`config.mk`:
```
export PLATFORM = sky130hd
export DESIGN_NAME = tick_to_level_generator
export DESIGN_NICKNAME = d
export VERILOG_FILES = /design/src/rtl/edge_pkg.sv /design/src/rtl/tick_to_level_generator.sv
export SDC_FILE = /design/constraint.sdc
export NUM_CORES = 1
export LEC_CHECK = 0
export ABC_AREA = 1
export BUFFER_PORTS_ARGS = -buffer_cell sky130_fd_sc_hd__buf_4
export CELL_PAD_IN_SITES_DETAIL_PLACEMENT = 1
export CELL_PAD_IN_SITES_GLOBAL_PLACEMENT = 1
export CORE_AREA = 5 5 44 46
export DETAILED_ROUTE_END_ITERATION = 6
export DIE_AREA = 0 0 49 51
export GPL_ROUTABILITY_DRIVEN = 1
export MAX_ROUTING_LAYER = met4
export PLACE_DENSITY_LB_ADDON = 0.1
export SYNTH_ARGS = -nofsm -noshare
export SYNTH_HDL_FRONTEND = slang
export SYNTH_SLANG_ARGS = --single-unit
```
`constraint.sdc`:
```
create_clock -name clk -period 1.7 [get_ports clk]
set_clock_uncertainty 0.1 [all_clocks]
set_input_delay 0.085 -clock clk [delete_from_list [all_inputs] [get_ports clk]]
set_output_delay 0.085 -clock clk [all_outputs]
set_load 0.005 [all_outputs]
```
`src/rtl/edge_pkg.sv`:
```
// -----------------------------------------------------------------------------
// edge_pkg
//   Shared definitions for the tick/level conversion blocks.
//
//   tlg_state_t   : state of the tick-to-level generator
//                   IDLE - no hold in progress, the next tick toggles at once
//                   HOLD - the current level is being held for its minimum time
//   clog2_min1()  : ceil(log2(value)) but never below 1. Use it to size counters
//                   that must still exist when the count range collapses to one
//                   value (e.g. a hold of a single clock).
// -----------------------------------------------------------------------------
package edge_pkg;

  typedef enum logic {
    IDLE = 1'b0,
    HOLD = 1'b1
  } tlg_state_t;

  function automatic int clog2_min1(input int value);
    int w;
    w = $clog2(value);
    if (w < 1) begin
      w = 1;
    end else begin
      w = w;
    end
    return w;
  endfunction

endpackage : edge_pkg

```
`src/rtl/tick_to_level_generator.sv`:
```
// -----------------------------------------------------------------------------
// tick_to_level_generator
//   Rebuilds a level waveform from a stream of single-cycle edge ticks. Each
//   accepted tick toggles 'level'. Every level value is held for at least
//   MIN_HOLD clocks so that a downstream edge detector or slow consumer sees
//   every edge. Ticks arriving while a level is being held are queued in a
//   saturating pending counter; a tick that finds the queue full is dropped
//   and recorded in the sticky 'overflow' flag.
//
// Parameters
//   MIN_HOLD     minimum clocks between consecutive toggles (>= 1)
//   MAX_PENDING  maximum queued ticks (>= 1)
//   INIT_LEVEL   value of 'level' out of reset
//
// Ports
//   clk       in   1   system clock, all logic on the rising edge
//   reset     in   1   synchronous active-high reset, highest priority
//   tick      in   1   edge request, one request per high cycle
//   clear     in   1   flush the pending queue and clear 'overflow'; the
//                      same-cycle tick is ignored, the running hold continues
//   level     out  1   reconstructed level (registered)
//   busy      out  1   holding a level or ticks still queued
//   pending   out  PW  number of queued ticks, PW = $clog2(MAX_PENDING+1)
//   overflow  out  1   sticky: at least one tick was dropped
//
// Timing
//   A tick sampled at edge n changes 'level' right after edge n. After a
//   toggle the hold counter is loaded with MIN_HOLD-1 and counts down once
//   per clock; the hold expires when the counter reads zero in HOLD, which
//   puts consecutive toggles exactly MIN_HOLD or more edges apart.
// -----------------------------------------------------------------------------
module tick_to_level_generator
  import edge_pkg::*;
#(
  parameter int   MIN_HOLD    = 4,
  parameter int   MAX_PENDING = 3,
  parameter logic INIT_LEVEL  = 1'b0,
  localparam int  PW          = $clog2(MAX_PENDING + 1)
) (
  input  logic          clk,
  input  logic          reset,
  input  logic          tick,
  input  logic          clear,
  output logic          level,
  output logic          busy,
  output logic [PW-1:0] pending,
  output logic          overflow
);

  // Hold counter width; stays 1 bit wide when MIN_HOLD is 1.
  localparam int HW = clog2_min1(MIN_HOLD);

  localparam logic [HW-1:0] HOLD_RELOAD = HW'(MIN_HOLD - 1);
  localparam logic [HW-1:0] HOLD_ZERO   = {HW{1'b0}};
  localparam logic [HW-1:0] HOLD_ONE    = HW'(1);
  localparam logic [PW-1:0] PEND_MAX    = PW'(MAX_PENDING);
  localparam logic [PW-1:0] PEND_ZERO   = {PW{1'b0}};
  localparam logic [PW-1:0] PEND_ONE    = PW'(1);

  // State registers.
  tlg_state_t    state_r;
  logic          level_r;
  logic [HW-1:0] hold_cnt_r;
  logic [PW-1:0] pending_r;
  logic          overflow_r;

  // Next-state values.
  tlg_state_t    state_n;
  logic          level_n;
  logic [HW-1:0] hold_cnt_n;
  logic [PW-1:0] pending_n;
  logic          overflow_n;

  // Qualified inputs: clear masks the tick and makes the queue look empty
  // for this cycle's expiry decision.
  logic          tick_eff_s;
  logic [PW-1:0] pend_eff_s;
  logic          expiry_s;

  assign tick_eff_s = tick & ~clear;
  assign pend_eff_s = clear ? PEND_ZERO : pending_r;
  assign expiry_s   = (state_r == HOLD) && (hold_cnt_r == HOLD_ZERO);

  // Next-state logic: toggle scheduling, hold countdown and queue management.
  always_comb begin
    state_n    = state_r;
    level_n    = level_r;
    hold_cnt_n = hold_cnt_r;
    pending_n  = pending_r;
    overflow_n = overflow_r;

    if (clear) begin
      pending_n  = PEND_ZERO;
      overflow_n = 1'b0;
    end else begin
      pending_n  = pending_r;
      overflow_n = overflow_r;
    end

    case (state_r)
      IDLE: begin
        if (tick_eff_s) begin
          level_n    = ~level_r;
          hold_cnt_n = HOLD_RELOAD;
          state_n    = HOLD;
        end else begin
          state_n    = IDLE;
        end
      end

      HOLD: begin
        if (!expiry_s) begin
          hold_cnt_n = hold_cnt_r - HOLD_ONE;
          if (tick_eff_s) begin
            if (pending_r < PEND_MAX) begin
              pending_n  = pending_r + PEND_ONE;
            end else begin
              // Queue full: the tick is lost and the loss is remembered.
              overflow_n = 1'b1;
            end
          end else begin
            pending_n = pend_eff_s;
          end
        end else if (pend_eff_s != PEND_ZERO) begin
          // Serve one queued tick. A tick arriving now takes its place, so
          // the queue depth only drops when no new tick comes in.
          level_n    = ~level_r;
          hold_cnt_n = HOLD_RELOAD;
          state_n    = HOLD;
          if (tick_eff_s) begin
            pending_n = pending_r;
          end else begin
            pending_n = pending_r - PEND_ONE;
          end
        end else if (tick_eff_s) begin
          level_n    = ~level_r;
          hold_cnt_n = HOLD_RELOAD;
          state_n    = HOLD;
        end else begin
          state_n    = IDLE;
        end
      end

      default: begin
        state_n    = IDLE;
        level_n    = INIT_LEVEL;
        hold_cnt_n = HOLD_ZERO;
        pending_n  = PEND_ZERO;
        overflow_n = 1'b0;
      end
    endcase
  end

  // State register with synchronous reset; reset aborts any hold in progress.
  always_ff @(posedge clk) begin
    if (reset) begin
      state_r    <= IDLE;
      level_r    <= INIT_LEVEL;
      hold_cnt_r <= HOLD_ZERO;
      pending_r  <= PEND_ZERO;
      overflow_r <= 1'b0;
    end else begin
      state_r    <= state_n;
      level_r    <= level_n;
      hold_cnt_r <= hold_cnt_n;
      pending_r  <= pending_n;
      overflow_r <= overflow_n;
    end
  end

  assign level    = level_r;
  assign pending  = pending_r;
  assign overflow = overflow_r;
  assign busy     = (state_r == HOLD) || (pending_r != PEND_ZERO);

endmodule : tick_to_level_generator

```
=== Yosys cells after proc, flatten, opt, wreduce, memory -nomap -nowiden ===
Index checks and enable logic that the tools add are counted.
Widths: inputs -> output; s select.

* Logic and storage cells: 44
* Register bits after elaboration: 7

* Bitwise gates (word level): 4
* Muxes and demuxes: 24
* Order comparisons: 1
* Equal/unequal tests: 2
* Add/subtract/negate cells: 3
* Reductions and logical operators: 5

{| class="wikitable"
|+ Operator list
! kind !! number
|-
| $mux 2 || 10
|-
| $mux 1 || 11
|-
| $ne 4x4->1 const B || 1
|-
| $pmux 1 s2 || 2
|-
| $pmux 2 s2 || 1
|-
| $reduce_bool 2->1 || 2
|-
| $sub 2x1->2 const B || 2
|-
| $not 1->1 || 3
|-
| $add 2x1->2 const B || 1
|-
| $logic_not 2->1 || 1
|-
| $lt 2x2->1 const B || 1
|-
| $ne 2x1->1 const B || 1
|-
| $and 1x1->1 || 1
|-
| $logic_and 1x1->1 || 1
|-
| $logic_or 1x1->1 || 1
|}

=== Longest topological paths before layout ===
Gate-level depths: netlist of run 1.

* Depth in word-level cells: 6
* Mapped depth: 8
* Mapped depth without buffers: 8

=== Least setup slack after synthesis of run 1 ===
Ideal clock, no wire load.

* Kind: reg-to-reg
* From: register pending_r[0] (netlist: pending[0])
* To: register pending_r[1] (netlist: pending[1])
* Setup slack: 0.388 ns
* Data arrival time: 1.097 ns
* Cell stages (with the launch flop): 8
* Cell sequence: dfxtp_1 -> inv_1 -> ha_1 -> inv_1 -> nor2_1 -> o21ai_2 -> nor2_1 -> nor2_1

* Longest elaborated chain between the ends: 5

{| class="wikitable"
|+ Ends and longest elaborated chain
! element !! line !! source
|-
| from (decl) || tick_to_level_generator.sv:64 || <nowiki>logic [PW-1:0] pending_r;</nowiki>
|-
| from (signal assigned) || tick_to_level_generator.sv:166 || <nowiki>pending_r <= pending_n;</nowiki>
|-
| $add 2x1->2 (tied with other cells) || tick_to_level_generator.sv:116 || <nowiki>pending_n = pending_r + PEND_ONE;</nowiki>
|-
| $mux 2 (tied with other cells) || tick_to_level_generator.sv:115 || <nowiki>if (pending_r < PEND_MAX) begin</nowiki>
|-
| $mux 2, on equally long branches || tick_to_level_generator.sv:114, tick_to_level_generator.sv:124 ||
|-
| $mux 2 || tick_to_level_generator.sv:112 || <nowiki>if (!expiry_s) begin</nowiki>
|-
| $mux 2 || tick_to_level_generator.sv:100 || <nowiki>case (state_r)</nowiki>
|}

Several ways; a longest one is shown, not always the timed one. The select of a mux whose other input is x is not followed.
A chain may end at the register's enable or synchronous reset.

=== Final worst setup path of run 1 ===
Same ends and word-level chain as after synthesis.

==> results.toml, run 1 <==
[run]
max_cap_violations = 0

[yosys]
synth.area.top_cells = "dfxtp_1 30%, nand2_1 15%, inv_1 8.8%"
ys.warnings.count = 0
syn_area_per_cell_um2 = 6.31
synth_cells = 74
yosysTopAreaCell = "dfxtp_1"
netlist_area_um2 = 467
yosysUniqueCellTypes = 16
syn_nets = 81
seq_area_frac_synth_pct = 30.0
synth-seq-cells = 7
synthDominantCellAreaShare_pct = 30.0

[global_route]
grt_util_all_layers_pct = 11.5
grt_pass1_vias = 497
grt-ovfl-total = 0
grt_pass1_wl_mm = 2.13
antenna_found_initial = 0
grt_max_degree = 7

[cells_and_area]
drive_gt1_share_pct = 25.3
area_delta_synth_final_pct = 24.9
fin_nets = 95
utilization_pct = 39.6
num_antenna_cells = 0
postLayoutCellArea_um2 = 583

[floorplan]
die_y_um = 51
core-area_um2 = 1470
rows = 14
initial_utilization_pct = 31.7
ios = 9
die_w_um = 49
die_area_um2 = 2500

[setup_path]
cp.required_ps = 1750
worstSetupPathType = "reg -> reg"
startpoint_type = "flop"
r2r-end = "pending[1]"
reg2reg_depth = 7
end_kind = "flop"
r2r_slack_ps = 200
cp_max_fo = 5
path_cells = "inv_1 > ha_1 > inv_1 > nor2_1 > o21ai_2 > nor2_1 > nor2_1"
crit_arrival_ps = 1540
r2r_start = "pending[0]"
cpPeakStageDelay_ps = 420
cp_common_cell = "nor2_1"
worst_path_max_delay_cell = "dfxtp_1"

[detailed_routing]
drt_pass1_iterations = 4
via_count = 485
wl_per_cell_um = 11.9
wl_mm = 1.22
drc = 0
drt_iter0_drc = 2
vias_per_cell = 4.71
drtAntennaViolNets = 0

[timing]
post-route-period-util_pct = 88.0
post-route-min-period_ps = 1500
slew_viol_final = 0
slew_headroom_pct = 81.0
finalSetupTns_ps = 0
rsz0062_at_grt = "no"
finalSetupViolations = 0
fmax_mhz = 668
worst_pin_slew_ps = 285
hold_violations = 0

[clocking]
cts_buffers = 3
cts_setup_buffers = 0
htreeDepth = 1
clock_sinks = 7
cts_tree = "yes"
cts_buffer_depth = 2
clk_pin_slew_ps = 60
insertion_delay_ps = 250
ctsRootBufferMaster = "clkbuf_4"

[run_status]
status = "complete, no violations"

[pwr]
comb_power_share_pct = 19.9
seqPwrFrac_pct = 43.3
swShare_pct = 28.8
leakage_nw = 0.305
internal_power_uw = 300
p_switching_uw = 121
p_clk_share_pct = 36.8
ir_worst_vdd_mv = 0.328
p_per_area_nw_per_um2 = 722

[placement]
placement.cell_area_um2 = 547
place_hpwl_mm = 1.03
io_buffers = 8
gp_congestion = 0.797

[worst_hold_path]
hp-start = "clear"
hold_depth = 4
min_to = "overflow"
min_path_type = "in -> reg"
-- worst max-delay path: cells and delay by family (launching register included) --
family	cells	cell delay [ps]
compound gates	1	70
flops	1	420
buf+inv	2	160
simple gates	3	330
fa+ha+maj	1	310
-- layer usage --
metal  vias up  wire, µm  global-route usage [%]
li1        254         -                       -
met1       218       575                    12.4
met2         9       577                    18.7
met3         4        51                    3.49
met4         0        19                    6.73
met5         -         0                       -
-- cells by family after synthesis --
group           synth area share [%]
simple gates                    37.8
buf+inv                         12.1
compound gates                  12.1
flops                           30.0
fa+ha+maj                       8.04
-- power groups by stage --
stage / combinational (mW) / sequential, mW / clock, mW
after CTS: 0.0861 / 0.182 / 0.161
after floorplan: 0.0538 / 0.184 / 0
after detailed placement: 0.0836 / 0.186 / 0
final: 0.0839 / 0.182 / 0.155
after global routing: 0.0977 / 0.183 / 0.168
after global placement: 0.0838 / 0.185 / 0
-- repair_timing --
item                                    in CTS  in global routing
endpoints found under the setup margin       0                  0
hold buffers                                 1                  0
resized for setup                            0                  0
endpoints found under the hold margin        2                  0
-- area by class of cell --
class	count	area (µm²)
well taps	16	20.0
inverters	15	56.3
fillers	203	888
clock buffers	4	26.3
flip-flops and latches	7	140
repair buffers	9	70.1
multi-input cells	52	270
-- cell usage after synthesis (all sizes together) --
cell and count:
nand2 22, inv 15, nor2 10, dfxtp 7, nand3 6, o21ai 5, a21oi 4, ha 3
nand4 1, o21bai 1
-- flip-flops by register name, indices dropped and copies added (netlist names) --
register / flops
hold_cnt_r: 2
level: 1
overflow: 1
pending: 2
state_r: 1
-- cell usage in the layout, fill, tap and decap left out --
cell,count
o21ai_1,3
o21bai_1,1
clkbuf_1,1
nand2_2,3
a21oi_1,4
nor2_2,2
clkbuf_4,3
buf_4,8
nor2_4,1
nor2_1,7
dfxtp_1,7
o21ai_0,1
inv_2,4
ha_1,3
nand3_1,6
o21ai_2,1
nand2_1,19
inv_1,11
nand4_1,1
dlygate4sd3_1,1
-- through the flow --
step                total power [mW]  instances  setup WS, ps  hold WS (ps)
CTS                            0.429        103           169          47.5
floorplan                      0.238         74           388          54.1
finish                         0.421        103           204          54.0
global route                   0.448        103          55.8          61.1
global placement               0.269         98           204           174
detailed placement             0.269         98           179           176
-- worst max path at each step --
stage,end,start,slack (ps),cells after the start
after floorplan,pending[1],pending[0],390,7
after global placement,pending[1],pending[0],200,7
after detailed placement,pending[1],pending[0],180,7
after CTS,pending[1],pending[0],170,7
after global routing,pending[1],pending[0],60,7
final,pending[1],pending[0],200,7
(Power assumes the default switching activity.)
==> run 2, diff against run 1 <==
--- a/config.mk
+++ b/config.mk
@@ -12,2 +12,3 @@
 export CORE_AREA = 5 5 44 46
+export CTS_BUF_LIST = sky130_fd_sc_hd__clkbuf_16
 export DETAILED_ROUTE_END_ITERATION = 6
--- a/constraint.sdc
+++ b/constraint.sdc
@@ -4,2 +4,2 @@
 set_output_delay 0.085 -clock clk [all_outputs]
-set_load 0.005 [all_outputs]
+set_load 0.01 [all_outputs]
==> run 2 against run 1 <==
Fmax is 0.90% higher; count of clock-buffer cells in the layout decreased by 1; critical path type unchanged; sequential share of layout area decreased by 2.0 points; critical endpoint unchanged; hold slack improved by 22 ps; wire length grew 1.4%; clock power rose to 2.6 times the previous value; non-clock buffer count stayed put.
==> results.toml, run 2 (synthesized netlist as in run 1, its figures left out) <==
[run_status]
status = "complete, no violations"

[timing]
fmax_mhz = 675
slew_headroom_pct = 80.6
setup_slack_ps = 217
slew_viol_final = 0
hold_violations = 0
worst_pin_slew_ps = 290
post-route-min-period_ps = 1480
fin_hold_ws_ps = 75.9
finalSetupTns_ps = 0
finalSetupViolations = 0
rsz0062_at_grt = "no"
post-route-period-util_pct = 87.2

[floorplan]
die_y_um = 51
ios = 9
die_area_um2 = 2500
initial_utilization_pct = 31.7
rows = 14
die_w_um = 49
core-area_um2 = 1470

[global_route]
antenna_found_initial = 0
grt-ovfl-total = 0
use_met2_pct = 18.0
use_met3_pct = 4.36
top_usage_layer = "met2"
grt_pass1_vias = 504
grt_pass1_wl_mm = 2.16
use_met1_pct = 13.1
grt_max_degree = 7
grt_util_all_layers_pct = 11.9

[setup_path]
cp_max_fo = 6
cp.required_ps = 1720
worstSetupPathType = "reg -> reg"
startpoint_type = "flop"
crit_arrival_ps = 1500
end_kind = "flop"

[clocking]
clock_sinks = 7
cts_buffer_depth = 2
insertion_delay_ps = 230
htreeDepth = 1
cts_buffers = 3
clk_pin_slew_ps = 40
cts_tree = "yes"
ctsRootBufferMaster = "clkbuf_16"

[cells_and_area]
fill_cells = 193
layout_common_cells = "19 x nand2_1, 12 x inv_1, 8 x buf_4"
postLayoutCellArea_um2 = 636
num_antenna_cells = 0
final_common_cell = "nand2_1"
fin_nets = 95
drive_gt1_share_pct = 25.3
area_delta_synth_final_pct = 36.2
utilization_pct = 43.2
final_cell_count_no_fill = 103

[pwr]
ir_worst_vdd_mv = 0.545
power_uw = 671
leakage_nw = 0.332
p_per_area_nw_per_um2 = 1060

[run]
max_cap_violations = 0

[placement]
placement.cell_area_um2 = 547
io_buffers = 8
gp_congestion = 0.797
dp.cells = 98
place_hpwl_mm = 1.03
dp_slack_ps = 179

[detailed_routing]
wl_mm = 1.24
drtAntennaViolNets = 0
vias_per_cell = 4.74
wl_per_cell_um = 12.0
drc = 0
drt_pass1_iterations = 2
via_count = 488
drt_iter0_drc = 1

[worst_hold_path]
min_path_type = "in -> reg"
run 2: changes by cell type in the layout (fill, tap and decap cells not counted):
cell	change
clkbuf_16	+3
clkbuf_4	-3
clkbuf_1	-1
inv_1	+1
run 2: timing repair:
action | CTS | global route
hold buffers | 1 | 0
resized for setup | 0 | 0
endpoints found under the hold margin | 2 | 0
setup buffers | 0 | 0
run 2: final timing paths:
kind / depth (start not counted) / slack, ps / startpoint / endpoint
hold / removal: 4 / 80 / clear / overflow
setup reg to reg: 7 / 220 / pending[1] / pending[1]
setup / recovery: 7 / 220 / pending[1] / pending[1]
hold reg to reg: 2 / 360 / overflow / overflow
run 2: report_power, final:
group | internal [mW] | switching [mW] | leakage, nW
Combinational | 0.0363 | 0.0507 | 0.232
Sequential | 0.175 | 0.00797 | 0.0574
Clock | 0.306 | 0.0946 | 0.0423
Total | 0.518 | 0.153 | 0.332
run 2: per-layer routing:
layer | part of all wire, % | up-vias
met5 | 0 | -
met4 | 2.5 | 0
met3 | 5.6 | 4
met2 | 45 | 10
met1 | 46 | 221
li1 | - | 253
run 2: critical path: stages, from the launching register on:
cell and delay (ps):
dfxtp_1 440, inv_1 90, ha_1 300, inv_1 40, nor2_1 120, o21ai_2 70, nor2_1 160, nor2_1 50
run 2: area by class of cell:
type	count	area, µm²	share of cell area, %
multi-input combinational	52	270	42.5
sequential	7	140	22.0
clock buffer	3	75.1	11.8
timing repair buffer	9	70.1	11.0
inverter	15	56.3	8.86
tap	16	20.0	3.15
clock inverter	1	3.75	0.591
==> run 3, diff against run 2 <==
- BUFFER_PORTS_ARGS: -buffer_cell sky130_fd_sc_hd__buf_4 -> unset
- CORE_AREA: 5 5 44 46 -> 5 5 42 44
- DIE_AREA: 0 0 49 51 -> 0 0 47 49
- DONT_BUFFER_PORTS: unset -> 1
- PLACE_DENSITY: unset -> 0.64
- PLACE_DENSITY_LB_ADDON: 0.1 -> unset
==> run 3 against run 2 <==
Final cell count down 5.8%; wire length up 0.97%; via count down 1.6%; largest cell class unchanged; clock power down 1%; fmax up 0.54%; critical path depth unchanged; sequential share of layout area up 1.6 points; first-iteration DRC count up 100%; sequential power about the same; setup slack better by 8.0 ps.
==> results.toml, run 3 (synthesized netlist as in run 1, its figures left out) <==
[cells_and_area]
fin_nets = 89
multiInputGateArea_um2 = 270
final_cell_count_no_fill = 97
postLayoutCellArea_um2 = 593
seq_area_um2 = 140
num_antenna_cells = 0
area_delta_synth_final_pct = 27.1
drive_gt1_share_pct = 18.5
fill_cells = 193
final_common_cell = "nand2_1"
layout_common_cells = "19 x nand2_1, 12 x inv_1, 7 x nor2_1, 7 x dfxtp_1, 6 x nand3_1"

[pwr]
internal_power_uw = 507
comb_power_share_pct = 11.4
swShare_pct = 22.4
p_per_area_nw_per_um2 = 1100
ir_worst_vdd_mv = 0.582
p_clk_share_pct = 60.4
p_switching_uw = 146
seqPwrFrac_pct = 28.2
leakage_nw = 0.301

[global_route]
grt_util_all_layers_pct = 13.9
grt-ovfl-total = 0
grt_pass1_wl_mm = 2.18
antenna_found_initial = 0
grt_pass1_vias = 538
grt_max_degree = 7

[clocking]
clock_sinks = 7
insertion_delay_ps = 230
htreeDepth = 1
cts_buffers = 3
cts_resized = 0
cts_tree = "yes"
cts_setup_buffers = 0
cts_buffer_depth = 2
clk_pin_slew_ps = 40
ctsRootBufferMaster = "clkbuf_16"

[placement]
place_hpwl_um = 978
placement.cell_area_um2 = 494
gp_congestion = 0.784
io_buffers = 0
dp.cells = 91

[floorplan]
die_y_um = 49
core-area_um2 = 1400
die_area_um2 = 2300
rows = 14
die_w_um = 47
initial_utilization_pct = 33.3
ios = 9

[detailed_routing]
drc = 0
wl_mm = 1.25
drtAntennaViolNets = 0
vias_per_cell = 4.95
via_count = 480
drt_iter0_drc = 2
wl_per_cell_um = 12.9
drt_pass1_iterations = 4

[setup_path]
cp.required_ps = 1720
end_kind = "flop"
startpoint_type = "flop"
worstSetupPathType = "reg -> reg"
crit_arrival_ps = 1500
cp_max_fo = 5

[run]
max_cap_violations = 0

[timing]
slew_headroom_pct = 79.9
fin_hold_ws_ps = 63.9
rsz0062_at_grt = "no"
finalSetupViolations = 0
post-route-period-util_pct = 86.7
slew_viol_final = 0
fmax_mhz = 678
worst_pin_slew_ps = 301
finalSetupTns_ps = 0
hold_violations = 0
post-route-min-period_ps = 1470

[worst_hold_path]
min_path_type = "in -> reg"

[run_status]
status = "complete, no violations"
run 3: changes by cell type in the layout (fill, tap and decap cells not counted), sizes merged:
cell,change
buf,-7
dlygate4sd3,+1
run 3: cell type report:
cell class                      instances  area share (%)
Tap cell                               16            3.38
Inverter                               15            9.49
Multi-Input combinational cell         52            45.6
Clock buffer                            3            12.7
Clock inverter                          1           0.633
Sequential cell                         7            23.6
Timing Repair Buffer                    3            4.64
run 3: path summary, 6_finish.rpt:
path | slack [ps] | start | cells after the start | end
setup / recovery | 230 | pending[0] | 7 | pending[1]
hold / removal | 60 | tick | 4 | overflow
setup reg to reg | 230 | pending[0] | 7 | pending[1]
hold reg to reg | 370 | hold_cnt_r[0] | 2 | hold_cnt_r[0]
run 3: timing repair:
action	4_1_cts	5_1_grt
endpoints found under the setup margin	0	0
hold buffers	2	0
hold endpoints to repair	5	0
run 3: power groups by stage:
stage               sequential (mW)  combinational (mW)  clock (mW)
global placement              0.186              0.0660           0
floorplan                     0.185              0.0549           0
finish                        0.184              0.0745       0.395
CTS                           0.184              0.0752       0.407
global route                  0.186              0.0855       0.418
detailed placement            0.186              0.0694           0
run 3: stage by stage:
stage / utilization (%) / power, mW / setup slack, ps
global route: 42.3 / 0.689 / 75.1
global placement: 35.3 / 0.252 / 271
finish: 42.3 / 0.654 / 225
detailed placement: 35.3 / 0.256 / 193
CTS: 42.3 / 0.666 / 185
floorplan: - / 0.240 / 343
run 3: worst max-delay path, stage by stage, from the launching register on:
cell	delay, ps
dfxtp_1	440
inv_1	120
ha_1	320
inv_1	40
nor2_1	130
o21ai_2	70
nor2_1	100
nor2_1	40
run 3: layer usage:
| layer | track usage (%) | vias to the layer above | share of wire [%] |
|---|---|---|---|
| met3 | 4.80 | 5 | 4.0 |
| met2 | 22.9 | 8 | 51 |
| li1 | - | 243 | - |
| met1 | 12.6 | 224 | 42 |
| met4 | 9.68 | 0 | 3.2 |
| met5 | - | - | 0 |
